`src/rtl/ov_capture_pkg.sv`:
```
// Shared types and helpers for the OV7670/OV9655 DVP capture block:
// pixel-format codes, FSM states, FIFO entry layout and the byte-pair decoder.
package ov_capture_pkg;

    localparam logic [31:0] PIXEL_FORMAT_RGB444 = 32'd0;
    localparam logic [31:0] PIXEL_FORMAT_RGB565 = 32'd1;
    localparam logic [31:0] PIXEL_FORMAT_RGB555 = 32'd2;

    typedef enum logic [1:0] {
        WAIT_VS,
        WAIT_END,
        ACTIVE
    } state_t;

    typedef struct packed {
        logic        tuser;
        logic        tlast;
        logic [23:0] data;
    } fifo_entry_t;

    // Unknown format codes fall back to RGB565.
    function automatic logic [23:0] decode_pixel(input logic [31:0] fmt,
                                                 input logic [7:0]  b0,
                                                 input logic [7:0]  b1);
        logic [23:0] px;
        if (fmt == PIXEL_FORMAT_RGB444) begin
            px = {b0[3:0], 4'h0, b1[7:4], 4'h0, b1[3:0], 4'h0};
        end else if (fmt == PIXEL_FORMAT_RGB555) begin
            px = {b0[6:2], 3'b000, b0[1:0], b1[7:5], 3'b000, b1[4:0], 3'b000};
        end else begin
            px = {b0[7:3], 3'b000, b0[2:0], b1[7:5], 2'b00, b1[4:0], 3'b000};
        end
        return px;
    endfunction

endpackage

```
`src/rtl/ov_dvp_capture_if.sv`:
```
// AXI4-Stream-style pixel port carrying RGB888 pixels with frame-start (TUSER)
// and end-of-line (TLAST) markers.
interface ov_dvp_capture_if;

    logic [23:0] M_TDATA;
    logic        M_TVALID;
    logic        M_TREADY;
    logic        M_TUSER;
    logic        M_TLAST;

    modport master (
        output M_TDATA,
        output M_TVALID,
        output M_TUSER,
        output M_TLAST,
        input  M_TREADY
    );

    modport slave (
        input  M_TDATA,
        input  M_TVALID,
        input  M_TUSER,
        input  M_TLAST,
        output M_TREADY
    );

endinterface

```
`src/rtl/ov_capture_fifo.sv`:
```
// Synchronous FIFO of pixel entries with a registered read stage; the output
// register counts toward capacity, so exactly DEPTH entries can be held.
module ov_capture_fifo
    import ov_capture_pkg::*;
#(
    parameter int unsigned DEPTH = 16
) (
    input  logic        i_clk,
    input  logic        i_rst,
    input  logic        i_push,
    input  fifo_entry_t i_wdata,
    input  logic        i_pop,
    output logic        o_full,
    output logic        o_empty,
    output fifo_entry_t o_rdata
);

    localparam int unsigned AW = $clog2(DEPTH);
    localparam logic [AW:0] DEPTH_W = (AW + 1)'(DEPTH);

    fifo_entry_t   r_mem [DEPTH];
    logic [AW-1:0] r_wptr;
    logic [AW-1:0] r_rptr;
    logic [AW:0]   r_count;
    fifo_entry_t   r_rdata;
    logic          r_valid;
    logic          w_load;

    // Refill the output register whenever it is empty or being consumed.
    assign w_load  = (r_count != '0) && (!r_valid || i_pop);
    assign o_full  = (r_count + (AW + 1)'(r_valid)) == DEPTH_W;
    assign o_empty = !r_valid;
    assign o_rdata = r_rdata;

    always_ff @(posedge i_clk) begin
        if (i_push) begin
            r_mem[r_wptr] <= i_wdata;
        end
    end

    always_ff @(posedge i_clk) begin
        if (i_rst) begin
            r_wptr  <= '0;
            r_rptr  <= '0;
            r_count <= '0;
            r_rdata <= '0;
            r_valid <= 1'b0;
        end else begin
            if (i_push) begin
                r_wptr <= r_wptr + 1'b1;
            end
            if (w_load) begin
                r_rptr  <= r_rptr + 1'b1;
                r_rdata <= r_mem[r_rptr];
                r_valid <= 1'b1;
            end else if (i_pop) begin
                r_valid <= 1'b0;
            end
            r_count <= r_count + (AW + 1)'(i_push) - (AW + 1)'(w_load);
        end
    end

endmodule

```
`src/rtl/ov_dvp_capture.sv`:
```
// DVP camera receiver: pairs sensor bytes into RGB888 pixels and streams them out.
// Define OV_CAPTURE_STATS_EN to add FRAME_CNT / LAST_LINE_PIXELS / LAST_FRAME_LINES.
module ov_dvp_capture
    import ov_capture_pkg::*;
#(
    parameter int unsigned HSIZE      = 640,
    parameter int unsigned VSIZE      = 480,
    parameter int unsigned FIFO_DEPTH = 16
) (
    input  logic                    PCLK,
    input  logic                    RESET,
    input  logic                    VSYNC,
    input  logic                    HREF,
    input  logic [7:0]              DATA,
    input  logic [31:0]             PIXEL_FORMAT,
    ov_dvp_capture_if.master        m_axis,
    output logic                    OVERFLOW,
    output logic                    LINE_ERR
`ifdef OV_CAPTURE_STATS_EN
    ,
    output logic [15:0]             FRAME_CNT,
    output logic [15:0]             LAST_LINE_PIXELS,
    output logic [15:0]             LAST_FRAME_LINES
`endif
);

    localparam logic [15:0] HSIZE_W = 16'(HSIZE);
    localparam logic [15:0] VSIZE_W = 16'(VSIZE);

    logic        r_vsync;
    logic        r_vsync_d;
    logic        r_href;
    logic        r_href_d;
    logic [7:0]  r_data;

    state_t      r_state;
    logic [31:0] r_fmt;
    logic        r_phase;
    logic [7:0]  r_byte0;
    logic [15:0] r_pix_cnt;
    logic [15:0] r_line_cnt;
    logic        r_tuser_arm;
    logic        r_pix_vld;
    logic [23:0] r_pix_data;
    logic        r_pix_last;
    logic        r_overflow;
    logic        r_line_err;

    logic        w_vs_rise;
    logic        w_vs_fall;
    logic        w_href_rise;
    logic        w_href_fall;
    logic        w_active;
    logic        w_phase;
    logic        w_line_end;
    logic [15:0] w_line_num;
    logic        w_full;
    logic        w_empty;
    logic        w_pop;
    logic        w_push;
    logic        w_drop;
    fifo_entry_t w_entry;
    fifo_entry_t w_rdata;

    assign w_vs_rise   = r_vsync && !r_vsync_d;
    assign w_vs_fall   = !r_vsync && r_vsync_d;
    assign w_href_rise = r_href && !r_href_d;
    assign w_href_fall = !r_href && r_href_d;
    assign w_active    = (r_state == ACTIVE);
    assign w_phase     = w_href_rise ? 1'b0 : r_phase;
    assign w_line_end  = w_active && w_href_fall;
    assign w_line_num  = r_line_cnt + 16'd1;

    // A pop in the same cycle frees a slot, so a full FIFO still accepts the push.
    assign w_pop   = !w_empty && m_axis.M_TREADY;
    assign w_drop  = r_pix_vld && w_full && !w_pop;
    assign w_push  = r_pix_vld && !w_drop;
    assign w_entry = {r_tuser_arm, r_pix_last, r_pix_data};

    always_ff @(posedge PCLK) begin
        if (RESET) begin
            r_vsync   <= 1'b0;
            r_vsync_d <= 1'b0;
            r_href    <= 1'b0;
            r_href_d  <= 1'b0;
            r_data    <= '0;
        end else begin
            r_vsync   <= VSYNC;
            r_vsync_d <= r_vsync;
            r_href    <= HREF;
            r_href_d  <= r_href;
            r_data    <= DATA;
        end
    end

    always_ff @(posedge PCLK) begin
        if (RESET) begin
            r_state     <= WAIT_VS;
            r_fmt       <= PIXEL_FORMAT_RGB565;
            r_phase     <= 1'b0;
            r_byte0     <= '0;
            r_pix_cnt   <= '0;
            r_line_cnt  <= '0;
            r_tuser_arm <= 1'b0;
            r_pix_vld   <= 1'b0;
            r_pix_data  <= '0;
            r_pix_last  <= 1'b0;
            r_overflow  <= 1'b0;
            r_line_err  <= 1'b0;
        end else begin
            r_pix_vld  <= 1'b0;
            r_line_err <= 1'b0;
            if (w_push) begin
                r_tuser_arm <= 1'b0;
            end
            if (w_drop) begin
                r_overflow <= 1'b1;
            end

            unique case (r_state)
                WAIT_VS: begin
                    if (r_vsync) begin
                        r_state <= WAIT_END;
                    end
                end
                WAIT_END: begin
                    if (r_vsync) begin
                        r_fmt <= PIXEL_FORMAT;
                    end
                    if (w_vs_fall) begin
                        r_state     <= ACTIVE;
                        r_line_cnt  <= '0;
                        r_tuser_arm <= 1'b1;
                    end
                end
                ACTIVE: begin
                    if (w_vs_rise) begin
                        r_state <= WAIT_END;
                    end
                end
                default: r_state <= WAIT_VS;
            endcase

            if (w_active && r_href) begin
                r_phase <= !w_phase;
                if (!w_phase) begin
                    r_byte0 <= r_data;
                    if (w_href_rise) begin
                        r_pix_cnt <= '0;
                    end
                end else begin
                    r_pix_cnt <= r_pix_cnt + 16'd1;
                    // Pixels beyond the line length are counted but never pushed.
                    if (r_pix_cnt < HSIZE_W) begin
                        r_pix_vld  <= 1'b1;
                        r_pix_data <= decode_pixel(r_fmt, r_byte0, r_data);
                        r_pix_last <= (r_pix_cnt == HSIZE_W - 16'd1);
                    end
                end
            end

            if (w_line_end) begin
                r_line_cnt <= w_line_num;
                r_line_err <= (r_pix_cnt != HSIZE_W) || r_phase || (w_line_num > VSIZE_W);
            end
        end
    end

    ov_capture_fifo #(
        .DEPTH (FIFO_DEPTH)
    ) u_fifo (
        .i_clk   (PCLK),
        .i_rst   (RESET),
        .i_push  (w_push),
        .i_wdata (w_entry),
        .i_pop   (w_pop),
        .o_full  (w_full),
        .o_empty (w_empty),
        .o_rdata (w_rdata)
    );

    assign m_axis.M_TVALID = !w_empty;
    assign m_axis.M_TDATA  = w_rdata.data;
    assign m_axis.M_TUSER  = w_rdata.tuser;
    assign m_axis.M_TLAST  = w_rdata.tlast;
    assign OVERFLOW        = r_overflow;
    assign LINE_ERR        = r_line_err;

`ifdef OV_CAPTURE_STATS_EN
    logic [15:0] r_frame_cnt;
    logic [15:0] r_last_line_pixels;
    logic [15:0] r_last_frame_lines;

    always_ff @(posedge PCLK) begin
        if (RESET) begin
            r_frame_cnt        <= '0;
            r_last_line_pixels <= '0;
            r_last_frame_lines <= '0;
        end else begin
            if (w_active && w_vs_rise) begin
                r_frame_cnt        <= r_frame_cnt + 16'd1;
                r_last_frame_lines <= r_line_cnt;
            end
            if (w_line_end) begin
                r_last_line_pixels <= r_pix_cnt;
            end
        end
    end

    assign FRAME_CNT        = r_frame_cnt;
    assign LAST_LINE_PIXELS = r_last_line_pixels;
    assign LAST_FRAME_LINES = r_last_frame_lines;
`endif

endmodule

```
`src/flat_wrapper.sv`:
```
// flat-port wrapper written by rule: the top's interface ports become plain ports
module ov_dvp_capture_flat import ov_capture_pkg::*;
#(
    parameter int unsigned HSIZE      = 640,
    parameter int unsigned VSIZE      = 480,
    parameter int unsigned FIFO_DEPTH = 16
)
  (PCLK, RESET, VSYNC, HREF, DATA, PIXEL_FORMAT, OVERFLOW, LINE_ERR, m_axis_M_TDATA, m_axis_M_TVALID, m_axis_M_TUSER, m_axis_M_TLAST, m_axis_M_TREADY);
  ov_dvp_capture_if m_axis_i ();
  input  logic PCLK;
  input  logic RESET;
  input  logic VSYNC;
  input  logic HREF;
  input  logic [7:0] DATA;
  input  logic [31:0] PIXEL_FORMAT;
  output logic OVERFLOW;
  output logic LINE_ERR;
  output wire logic [$bits(m_axis_i.M_TDATA)-1:0] m_axis_M_TDATA;
  output wire logic [$bits(m_axis_i.M_TVALID)-1:0] m_axis_M_TVALID;
  output wire logic [$bits(m_axis_i.M_TUSER)-1:0] m_axis_M_TUSER;
  output wire logic [$bits(m_axis_i.M_TLAST)-1:0] m_axis_M_TLAST;
  input wire logic [$bits(m_axis_i.M_TREADY)-1:0] m_axis_M_TREADY;
  assign m_axis_M_TDATA = m_axis_i.M_TDATA;
  assign m_axis_M_TVALID = m_axis_i.M_TVALID;
  assign m_axis_M_TUSER = m_axis_i.M_TUSER;
  assign m_axis_M_TLAST = m_axis_i.M_TLAST;
  assign m_axis_i.M_TREADY = m_axis_M_TREADY;
  ov_dvp_capture #(.HSIZE(HSIZE), .VSIZE(VSIZE), .FIFO_DEPTH(FIFO_DEPTH)) u_core (.PCLK(PCLK), .RESET(RESET), .VSYNC(VSYNC), .HREF(HREF), .DATA(DATA), .PIXEL_FORMAT(PIXEL_FORMAT), .m_axis(m_axis_i), .OVERFLOW(OVERFLOW), .LINE_ERR(LINE_ERR));
endmodule
```
`config.mk`:
```
export PLATFORM = sky130hd
export DESIGN_NAME = ov_dvp_capture_flat
export DESIGN_NICKNAME = d
export VERILOG_FILES = /design/src/rtl/ov_capture_pkg.sv /design/src/rtl/ov_dvp_capture_if.sv /design/src/rtl/ov_capture_fifo.sv /design/src/rtl/ov_dvp_capture.sv /design/src/flat_wrapper.sv
export SDC_FILE = /design/constraint.sdc
export NUM_CORES = 1
export LEC_CHECK = 0
export BUFFER_PORTS_ARGS = -buffer_cell sky130_fd_sc_hd__buf_2
export CAP_MARGIN = 5
export CORE_MARGIN = 1
export CORE_UTILIZATION = 50
export CTS_CLUSTER_DIAMETER = 60
export DETAILED_ROUTE_END_ITERATION = 8
export GPL_TIMING_DRIVEN = 0
export PLACE_DENSITY_LB_ADDON = 0.2
export SKIP_LAST_GASP = 1
export SYNTH_ARGS = -nofsm -noshare
export SYNTH_HDL_FRONTEND = slang
export SYNTH_SLANG_ARGS = --single-unit
```
`constraint.sdc`:
```
create_clock -name PCLK -period 3.85 [get_ports PCLK]
set_input_delay 0.9625 -clock PCLK [delete_from_list [all_inputs] [get_ports PCLK]]
set_output_delay 0.9625 -clock PCLK [all_outputs]
set_load 0.02 [all_outputs]
```
== Word level (Yosys, flattened, before mapping) ==
Memory sizes are Yosys's and may differ from the RTL's. A register that Yosys moved wholly into a read port is not among the register bits.
Cells that the tools add are included.

* Add/sub/neg operators: 7
* Multiply operators: 0
* Divide/modulo/power cells: 0
* $lt $le $gt $ge: 2
* Eq/ne operators: 9
* Shift-type cells: 0
* Muxes and demuxes: 20
* Bitwise operators: 3
* Reductions and logical operators: 37

{| class="wikitable"
|+ Operators by type and width
! cell !! number
|-
| $mux W16 || 5
|-
| $mux W24 || 2
|-
| $add A16 B1 Y16 const B || 2
|-
| $eq A32 B2 Y1 const B || 1
|-
| $logic_not A32 Y1 || 1
|-
| $eq A16 B10 Y1 const B || 1
|-
| $gt A16 B9 Y1 const B || 1
|-
| $lt A16 B10 Y1 const B || 1
|-
| $ne A16 B10 Y1 const B || 1
|-
| $logic_and A1 B1 Y1 || 11
|-
| $add A5 B1 Y5 || 2
|-
| $mux W1 || 9
|-
| $add A4 B1 Y4 const B || 2
|-
| $logic_not A1 Y1 || 8
|-
| $reduce_and A2 Y1 || 4
|-
| $reduce_bool A2 Y1 || 4
|-
| $mux W2 || 3
|-
| $ne A2 B1 Y1 const B || 3
|-
| $pmux W2 S3 || 1
|-
| $reduce_and A3 Y1 || 2
|-
| $eq A5 B5 Y1 const B || 1
|-
| $reduce_bool A5 Y1 || 1
|-
| $sub A5 B1 Y5 || 1
|-
| $logic_or A1 B1 Y1 || 3
|-
| other kinds (6) || 8
|}

* Register bits after elaboration: 130
* Latch bits: 0
* Bits in writable memories: 416
* Memory bits (read-only): 0
* Input bits: 45
* Output and inout bits: 29
* Logic and storage cells: 100
* Memories kept: 1

{| class="wikitable"
|+ Memory list
! memory !! words !! bits a word !! rd ports !! clocked after memory_dff !! wr ports !! RTL line !! RTL
|-
| u_core.u_fifo.r_mem || 16 || 26 || 1 || 1 || 1 || ov_capture_fifo.sv:21 || <nowiki>fifo_entry_t r_mem [DEPTH];</nowiki>
|}

== Logic depth before layout (Yosys ltp) ==
Gate-level depths: netlist of the first run.

* Depth in word-level cells: 9
* Mapped depth: 16
* Gate-level depth less buffers: 15

== Modules after synthesis ==
A second synthesis of the first run with hierarchy kept.

* Cell total of the unflattened synthesis: 1390
* Area, all modules: 22286.4 µm²

{| class="wikitable"
|+ Modules (own cells, without submodules)
! module !! instances !! cells each !! area each (µm²) !! sequential area each (µm²)
|-
| ov_capture_fifo || 1 || 805 || 17469.3 || 13292.7
|-
| ov_dvp_capture || 1 || 585 || 4817.1 || 2162.1
|}

== Worst setup path before layout of the first run ==
OpenSTA, ideal clock, no wires.

* Path kind: input port to flip-flop
* From: input port m_axis_M_TREADY
* To: register u_core.u_fifo.r_count[4]
* Setup time: 0.070 ns
* Data arrival time: 2.892 ns
* Required time: 3.780 ns
* Slack: 0.888 ns
* Stages on the path: 12
* Buffers on the path: 1
* Cells stage by stage: a211oi_1 > o2111a_1 > nor2_2 > buf_2 > ha_1 > inv_1 > fa_1 > inv_1 > a21oi_1 > nor2_1 > or3_1 > a21oi_1

* Word-level cells in the longest chain between the ends: 7
* Elaborated cells between the ends (all ways): 9
* Classes of those cells: 2 x add/sub; 7 x reduce/logical

{| class="wikitable"
|+ Ends and longest elaborated chain
! what !! RTL line !! RTL
|-
| start: declaration || flat_wrapper.sv:22 || <nowiki>input wire logic [$bits(m_axis_i.M_TREADY)-1:0] m_axis_M_TREADY;</nowiki>
|-
| $logic_and A1 B1 Y1 || ov_dvp_capture.sv:75 || <nowiki>assign w_pop = !w_empty && m_axis.M_TREADY;</nowiki>
|-
| $logic_not A1 Y1 || ov_dvp_capture.sv:76 || <nowiki>assign w_drop = r_pix_vld && w_full && !w_pop;</nowiki>
|-
| $logic_and A1 B1 Y1 || ov_dvp_capture.sv:76 ||
|-
| $logic_not A1 Y1 || ov_dvp_capture.sv:77 || <nowiki>assign w_push = r_pix_vld && !w_drop;</nowiki>
|-
| $logic_and A1 B1 Y1 || ov_dvp_capture.sv:77 ||
|-
| net u_core.u_fifo.i_push || ov_capture_fifo.sv:10 || <nowiki>input logic i_push,</nowiki>
|-
| $add A5 B1 Y5 || ov_capture_fifo.sv:59 || <nowiki>r_count <= r_count + (AW + 1)'(i_push) - (AW + 1)'(w_load);</nowiki>
|-
| $sub A5 B1 Y5 || ov_capture_fifo.sv:59 ||
|-
| end signal: assignment || ov_capture_fifo.sv:59 ||
|-
| end: declaration || ov_capture_fifo.sv:24 || <nowiki>logic [AW:0] r_count;</nowiki>
|}

The timed path passes the listed nets, and every way through them passes these cells.
A chain may end at the register's enable or synchronous reset.

== Worst setup path after layout of the first run ==
* From: register u_core.u_fifo.r_valid
* To: memory u_core.u_fifo.r_mem[15][22] in the netlist's numbering (enable)

* Word-level cells in the longest chain between the ends: 8
* Elaborated cells between the ends (all ways): 10
* Classes of those cells: 1 x add/sub; 1 x eq/ne; 2 x mux; 6 x reduce/logical

{| class="wikitable"
|+ Ends and longest elaborated chain
! what !! RTL line !! RTL
|-
| start: declaration || ov_capture_fifo.sv:26 || <nowiki>logic r_valid;</nowiki>
|-
| start signal: assignment || ov_capture_fifo.sv:47 || <nowiki>r_valid <= 1'b0;</nowiki>
|-
| start signal: assignment || ov_capture_fifo.sv:55 || <nowiki>r_valid <= 1'b1;</nowiki>
|-
| start signal: assignment || ov_capture_fifo.sv:57 || <nowiki>r_valid <= 1'b0;</nowiki>
|-
| $add A5 B1 Y5 || ov_capture_fifo.sv:31 || <nowiki>assign o_full = (r_count + (AW + 1)'(r_valid)) == DEPTH_W;</nowiki>
|-
| $eq A5 B5 Y1 || ov_capture_fifo.sv:31 ||
|-
| $logic_and A1 B1 Y1 || ov_dvp_capture.sv:76 ||
|-
| $logic_and A1 B1 Y1 * || ov_dvp_capture.sv:76 ||
|-
| $logic_not A1 Y1 * || ov_dvp_capture.sv:77 ||
|-
| $logic_and A1 B1 Y1 * || ov_dvp_capture.sv:77 ||
|-
| net u_core.u_fifo.i_push || ov_capture_fifo.sv:10 ||
|-
| $mux W1 * || ov_capture_fifo.sv:36 || <nowiki>if (i_push) begin</nowiki>
|-
| $mux W1 (not written as such) * || ov_capture_fifo.sv:37 || <nowiki>r_mem[r_wptr] <= i_wdata;</nowiki>
|-
| end: declaration || ov_capture_fifo.sv:21 ||
|}

The timed path passes the listed nets; every way through them passes the cells marked *.

==> impl_results.md, run 1 <==
* Tightest Pin Transition at 1.22 ns
* Root Buffer: clkbuf_16
* Sw Share at 26.7%
* Share of cells above drive strength 1 at 18.6%
* Post-CTS resize count at 0
* Status: finished clean
* Nets at 1,389
* Setup Buffers After CTS at 0
* Worst path required time at 4.00 ns
* Min-delay src: u_core.r_fmt[23]$_SDFFE_PP0P_
* Initial DRC Count at 752
* Static leakage at 6.50 nW
* Design Power at 0.0115 W
* Worst Setup Start Kind: flop
* Arrival @ worst endpoint at 3.61 ns
* Hold path depth at 2
* Gpl congestion at 0.841
* Clock Power Share at 36.0%
* Vias in the first global route at 10,100
* Worst Hold Endpoint: u_core.r_fmt[23]$_SDFFE_PP0P_
* Min Hold Slack at 0.455 ns
* Ys flop type: edfxtp_1
* Flop2flop setup slack at 0.39 ns
* Synthesized flop and latch total at 428
* Largest net degree at the start of global routing at 19
* Most frequent cell after synthesis: edfxtp_1
* Synth warnings at 0
* Final wirelength at 37,100 um
* Tcrit/Tclk final at 89.9%
* Htree depth at 2
* Final setup skew at 0.0192 ns
* Global router's overall resource usage at 21.4%
* Placed cell count at 1,726
* Max cap viols at 0
* Number of synthesized flops with an enable pin at 288
* Int Pwr at 0.00845 W
* Post-CTS Hold Fix Bufs at 0
* PortBufs at 65
* Syn Inst Count at 1,206
* Power Dens Cells at 591 mW/mm2
* Final setup violating endpoints at 0
* Yosys top cell by area: edfxtp_1
* Cell area after synthesis at 0.0172 mm2
* Die Width at 187 um
* Die Span Y at 187 um
* TNS Setup at 0 ns
* Antenna diodes at 0
* Initial antenna violation count at 0
* Clock Latency Late Sink at 0.55 ns
* Worst Hold Class: flop to flop
* Clock transition at path regs at 0.06 ns
* Critical R2R Capture: u_core.u_fifo.r_mem[15][22]$_DFFE_PP_
* Crit Path Max Fanout at 18
* Sequential element share of the synthesized area at 66.7%
* FP Rows at 67
* Synth top area share at 50.3%
* Post-route DRC at 0
* Part of the power in registers at 44.2%
* Async S/R FF share, synth at 0%
* Top cells by area, synth: edfxtp_1 (50%), dfxtp_1 (16%), mux4_2 (9.4%), nand2_1 (2.5%), a21oi_1 (2.3%)
* Finished Layout Cells at 1,810
* RSZ-0062 raised after global routing: no
* P&R area growth vs syn at 13.7%
* Longest Clk Path Bufs at 3
* CTS Buf Count at 45
* Logic gate share of total power at 19.8%
* DR vias/cell at 5.67
* Synth top cells by count: edfxtp_1 (288), dfxtp_1 (140), nand2_1 (113)
* Total grt overflow at 0
* Clock sinks at 428
* Net Sw Power at 0.00309 W
* Kind of critical path: flop to flop
* Fill count at 2,722
* Full die area at 0.0351 mm2
* Global-route wire length before repair at 57,900 um
* Via count at 10,300
* Initial core utilization at 51.0%
* Synth cell types at 60
* Core ar. at 0.0337 mm2
* Final ANT Viol Nets at 0
* CTS tree: yes
* Endpoints failing hold at 0
* R2R depth at 8
* Slew HR at 18.7%
* I/O pins at 74
* Drt first pass iters at 5
* Minimum clock period at 3.46 ns
* Fin. max-slew vios at 0
* Crit. End Element: flop
* Reg2reg start: u_core.u_fifo.r_valid$_SDFFE_PP0P_
* Avg Synthesized Cell Area at 14.2 um2
* Fmax at 0.289 GHz
* VDD IR max at 0.369 mV
* Average wire per standard cell at 20.5 um
* Detailed Place HPWL at 24,700 um
## final cells by class
| type | count | area, um2 | share of cell area [%] |
|---|---|---|---|
| buffer | 74 | 355 | 1.82 |
| multi-input combinational | 686 | 5310 | 27.2 |
| inverter | 25 | 93.8 | 0.481 |
| clock inverter | 24 | 150 | 0.769 |
| timing repair buffer | 65 | 325 | 1.67 |
| tap | 448 | 561 | 2.87 |
| sequential | 428 | 11500 | 58.6 |
| clock buffer | 60 | 1280 | 6.58 |
## placed cells by master, fill, tap and decap left out, types with 9 or more instances in the layout
cell type  Yosys  routed
edfxtp_1     288     288
dfxtp_1      140     140
nand2_1      113     113
nor2_1        81      81
a21oi_1       79      79
buf_2         13      78
mux4_2        72      72
clkbuf_1      40      47
clkbuf_16      0      47
nand3_1       39      39
nor3_1        29      29
mux2i_1       28      28
inv_1         25      25
o21ai_0       21      21
and3_1        20      20
mux2_2        18      18
a221oi_1      18      18
ha_1          18      18
xnor2_1       16      16
nor2b_1       13      13
nor4_1        13      13
nand4_1       12      12
clkinv_1       0      10
a311oi_1       9       9
## layer usage
layer	track usage, %	vias to the layer above	share of wire [%]
li1	-	4820	-
met1	29.6	5078	45
met3	3.30	75	5.2
met5	0	-	0
met4	6.40	0	2.4
met2	35.2	289	48
## cells by family after synthesis
group | after synthesis | synth area share, %
fa+ha+maj | 19 | 1.43
mux | 119 | 12.3
flops | 428 | 66.7
simple gates | 358 | 10.1
other cells | 1 | 0.0218
compound gates | 160 | 5.78
buf+inv | 99 | 2.61
xor+xnor | 22 | 1.12
## power groups by stage
stage                     clock (W)  combinational, W  sequential (W)
after global routing        0.00439           0.00249         0.00511
final                       0.00415           0.00229         0.00510
after floorplan                   0           0.00160         0.00525
after global placement            0           0.00228         0.00519
after detailed placement          0           0.00230         0.00520
after CTS                   0.00422           0.00231         0.00510
## worst max-delay path: stages (launching register included)
cell,delay [ns]
dfxtp_1,0.34
ha_1,0.22
ha_1,0.21
and3b_1,0.17
o21a_1,0.19
o2111a_1,0.35
nor2_2,0.30
buf_2,0.27
and3_1,0.99
## flip-flops by register name (all words and copies together) (netlist names), 8 cells and up
signal,flops
u_core.r_fmt,32
u_core.u_fifo.r_mem,288
u_core.u_fifo.o_rdata,18
u_core.r_pix_data,16
u_core.r_byte0,8
u_core.r_pix_cnt,16
u_core.r_line_cnt,16
u_core.r_data,8
## worst max-delay path by stage
| stage | from | end | slack [ns] | cells past startpoint |
|---|---|---|---|---|
| finish | u_core.u_fifo.r_valid$_SDFFE_PP0P_ | u_core.u_fifo.r_mem[15][22]$_DFFE_PP_ | 0.39 | 8 |
| global route | u_core.u_fifo.r_valid$_SDFFE_PP0P_ | u_core.u_fifo.r_mem[13][21]$_DFFE_PP_ | 0.18 | 8 |
| CTS | u_core.u_fifo.r_valid$_SDFFE_PP0P_ | u_core.u_fifo.r_mem[13][21]$_DFFE_PP_ | 0.37 | 8 |
| global placement | m_axis_M_TREADY | u_core.u_fifo.r_count[4]$_SDFF_PP0_ | 0.40 | 15 |
| detailed placement | m_axis_M_TREADY | u_core.u_fifo.r_count[4]$_SDFF_PP0_ | 0.33 | 13 |
| floorplan | m_axis_M_TREADY | u_core.u_fifo.r_count[4]$_SDFF_PP0_ | 0.89 | 12 |
## stage by stage
step | setup slack, ns | area, um2 | utilization [%]
2_1_floorplan | 0.888 | 17200 | -
3_3_place_gp | 0.397 | 18100 | 53.7
3_5_place_dp | 0.334 | 18100 | 53.7
4_1_cts | 0.368 | 19500 | 57.9
5_1_grt | 0.181 | 19500 | 57.9
6_report | 0.388 | 19500 | 57.9
No activity file was read; power rests on OpenSTA's default activity.
==> run 2, diff against run 1 <==
--- a/config.mk
+++ b/config.mk
@@ -5,12 +5,12 @@
 export SDC_FILE = /design/constraint.sdc
 export NUM_CORES = 1
 export LEC_CHECK = 0
-export BUFFER_PORTS_ARGS = -buffer_cell sky130_fd_sc_hd__buf_2
 export CAP_MARGIN = 5
 export CORE_MARGIN = 1
 export CORE_UTILIZATION = 50
 export CTS_CLUSTER_DIAMETER = 60
 export DETAILED_ROUTE_END_ITERATION = 8
+export DONT_BUFFER_PORTS = 1
 export GPL_TIMING_DRIVEN = 0
 export PLACE_DENSITY_LB_ADDON = 0.2
 export SKIP_LAST_GASP = 1
==> run 2 against run 1 <==
Effect of this change: sequential power is 3% higher; die area did not move; non-clock buffer count shrank 65; critical path depth stayed put; maximum frequency shrank 4.7%; sequential cell count unchanged; global-route usage is 0.17 points higher; cell count shrank 3.8%; combinational power down 8.7%; sequential share of layout area rose by 0.72 points; wire length up 0.74%.
==> impl_results.md, run 2 (same netlist as run 1, synthesis figures left out) <==
* Final setup violating endpoints at 0
* Minimum clock period at 3.63 ns
* Tightest Pin Transition at 1.22 ns
* Share of cells above drive strength 1 at 14.8%
* Global router's overall resource usage at 21.6%
* Antenna diodes at 0
* Die Span Y at 187 um
* Final wirelength at 37,400 um
* Static leakage at 6.25 nW
* Via count at 10,100
* Nets at 1,323
* Crit. End Element: flop
* FP Rows at 67
* Crit Path Max Fanout at 18
* Max cap viols at 0
* I/O pins at 74
* Worst Hold Class: flop to flop
* Post-CTS Hold Fix Bufs at 0
* Root Buffer: clkbuf_16
* Gpl congestion at 0.840
* Footprint of the multi-input gates at 0.00531 mm2
* Power Dens Cells at 609 mW/mm2
* PortBufs at 0
* TNS Setup at 0 ns
* Longest Clk Path Bufs at 3
* Core ar. at 0.0337 mm2
* Most frequent cells in the layout: edfxtp_1 (288), dfxtp_1 (140), nand2_1 (113)
* Clock Latency Late Sink at 0.54 ns
* Clock sinks at 428
* Initial DRC Count at 716
* Final ANT Viol Nets at 0
* Arrival @ worst endpoint at 3.77 ns
* Average wire per standard cell at 21.5 um
* Most common cell after layout, fill and taps aside: edfxtp_1
* Worst path required time at 3.99 ns
* Register area at 0.0115 mm2
* CTS Buf Count at 44
* Initial antenna violation count at 0
* Final setup skew at 0.0159 ns
* Worst Setup Start Kind: flop
* DR vias/cell at 5.80
* Post-route DRC at 0
* Post-CTS resize count at 0
* Max FFs per register at 288
* Drt first pass iters at 5
* Fin. max-slew vios at 0
* Vias in the first global route at 9,952
* Detailed Place HPWL at 24,800 um
* CTS tree: yes
* RSZ-0062 raised after global routing: no
* Endpoints failing hold at 0
* Die Width at 187 um
* Global-route wire length before repair at 57,700 um
* Tcrit/Tclk final at 94.3%
* Htree depth at 2
* Total grt overflow at 0
* Kind of critical path: flop to flop
* Clock transition at path regs at 0.06 ns
* Initial core utilization at 51.0%
* Fmax at 0.275 GHz
* VDD IR max at 0.507 mV
* P&R area growth vs syn at 12.3%
* Largest net degree at the start of global routing at 19
* Min Hold Slack at 0.455 ns
* Reg with most FFs: u_core.u_fifo.r_mem
* Slew HR at 18.4%
* Setup Buffers After CTS at 0
* Status: finished clean
* Fill count at 2,704
* Full die area at 0.0351 mm2
## run 2: final timing paths
kind                                           start                                   end  slack, ns  cells after the start
setup / recovery  u_core.u_fifo.r_valid$_SDFFE_PP0P_  u_core.u_fifo.r_mem[13][7]$_DFFE_PP_       0.22                      8
hold / removal         u_core.r_fmt[27]$_SDFFE_PP0P_         u_core.r_fmt[27]$_SDFFE_PP0P_       0.45                      2
setup reg to reg  u_core.u_fifo.r_valid$_SDFFE_PP0P_  u_core.u_fifo.r_mem[13][7]$_DFFE_PP_       0.22                      8
hold reg to reg        u_core.r_fmt[27]$_SDFFE_PP0P_         u_core.r_fmt[27]$_SDFFE_PP0P_       0.45                      2
## run 2: critical path, cell delays in order, from the launching register on
cell and delay [ns]:
dfxtp_1 0.42, ha_1 0.27, ha_1 0.21, and3b_1 0.17
o21a_1 0.20, o2111a_1 0.36, nor2_2 0.31, buf_2 0.28
and3_1 1.01
## run 2: cell type report
type	count	share of cell area, %
sequential	428	59.4
multi-input combinational	686	27.5
clock buffer	53	6.10
tap	448	2.91
buffer	74	1.84
clock inverter	27	1.80
inverter	25	0.486
## run 2: per-layer routing
| layer | vias to the layer above | routed length, um | GRT usage, % |
|---|---|---|---|
| met5 | - | 0 | 0 |
| met4 | 0 | 754 | 5.61 |
| met3 | 55 | 2220 | 3.68 |
| met2 | 310 | 17800 | 35.0 |
| met1 | 5054 | 16600 | 30.4 |
| li1 | 4677 | - | - |
## run 2: power by group
group	total, W	switching [W]	internal, W	leakage, nW
Combinational	0.00209	0.00110	0.000994	1.71
Clock	0.00444	0.00172	0.00272	0.738
Sequential	0.00523	0.000246	0.00498	3.81
Total	0.0118	0.00306	0.00869	6.25
## run 2: per-stage QoR
| step | total power (W) | setup slack [ns] | util (%) | instances | instance area, um2 |
|---|---|---|---|---|---|
| after floorplan | 0.00685 | 0.888 | - | 1213 | 17200 |
| after global placement | 0.00739 | 0.280 | 52.7 | 1661 | 17800 |
| after detailed placement | 0.00743 | 0.246 | 52.7 | 1661 | 17800 |
| after CTS | 0.0118 | 0.243 | 57.2 | 1741 | 19300 |
| after global routing | 0.0122 | 0.0462 | 57.2 | 1741 | 19300 |
| final | 0.0118 | 0.219 | 57.2 | 1741 | 19300 |
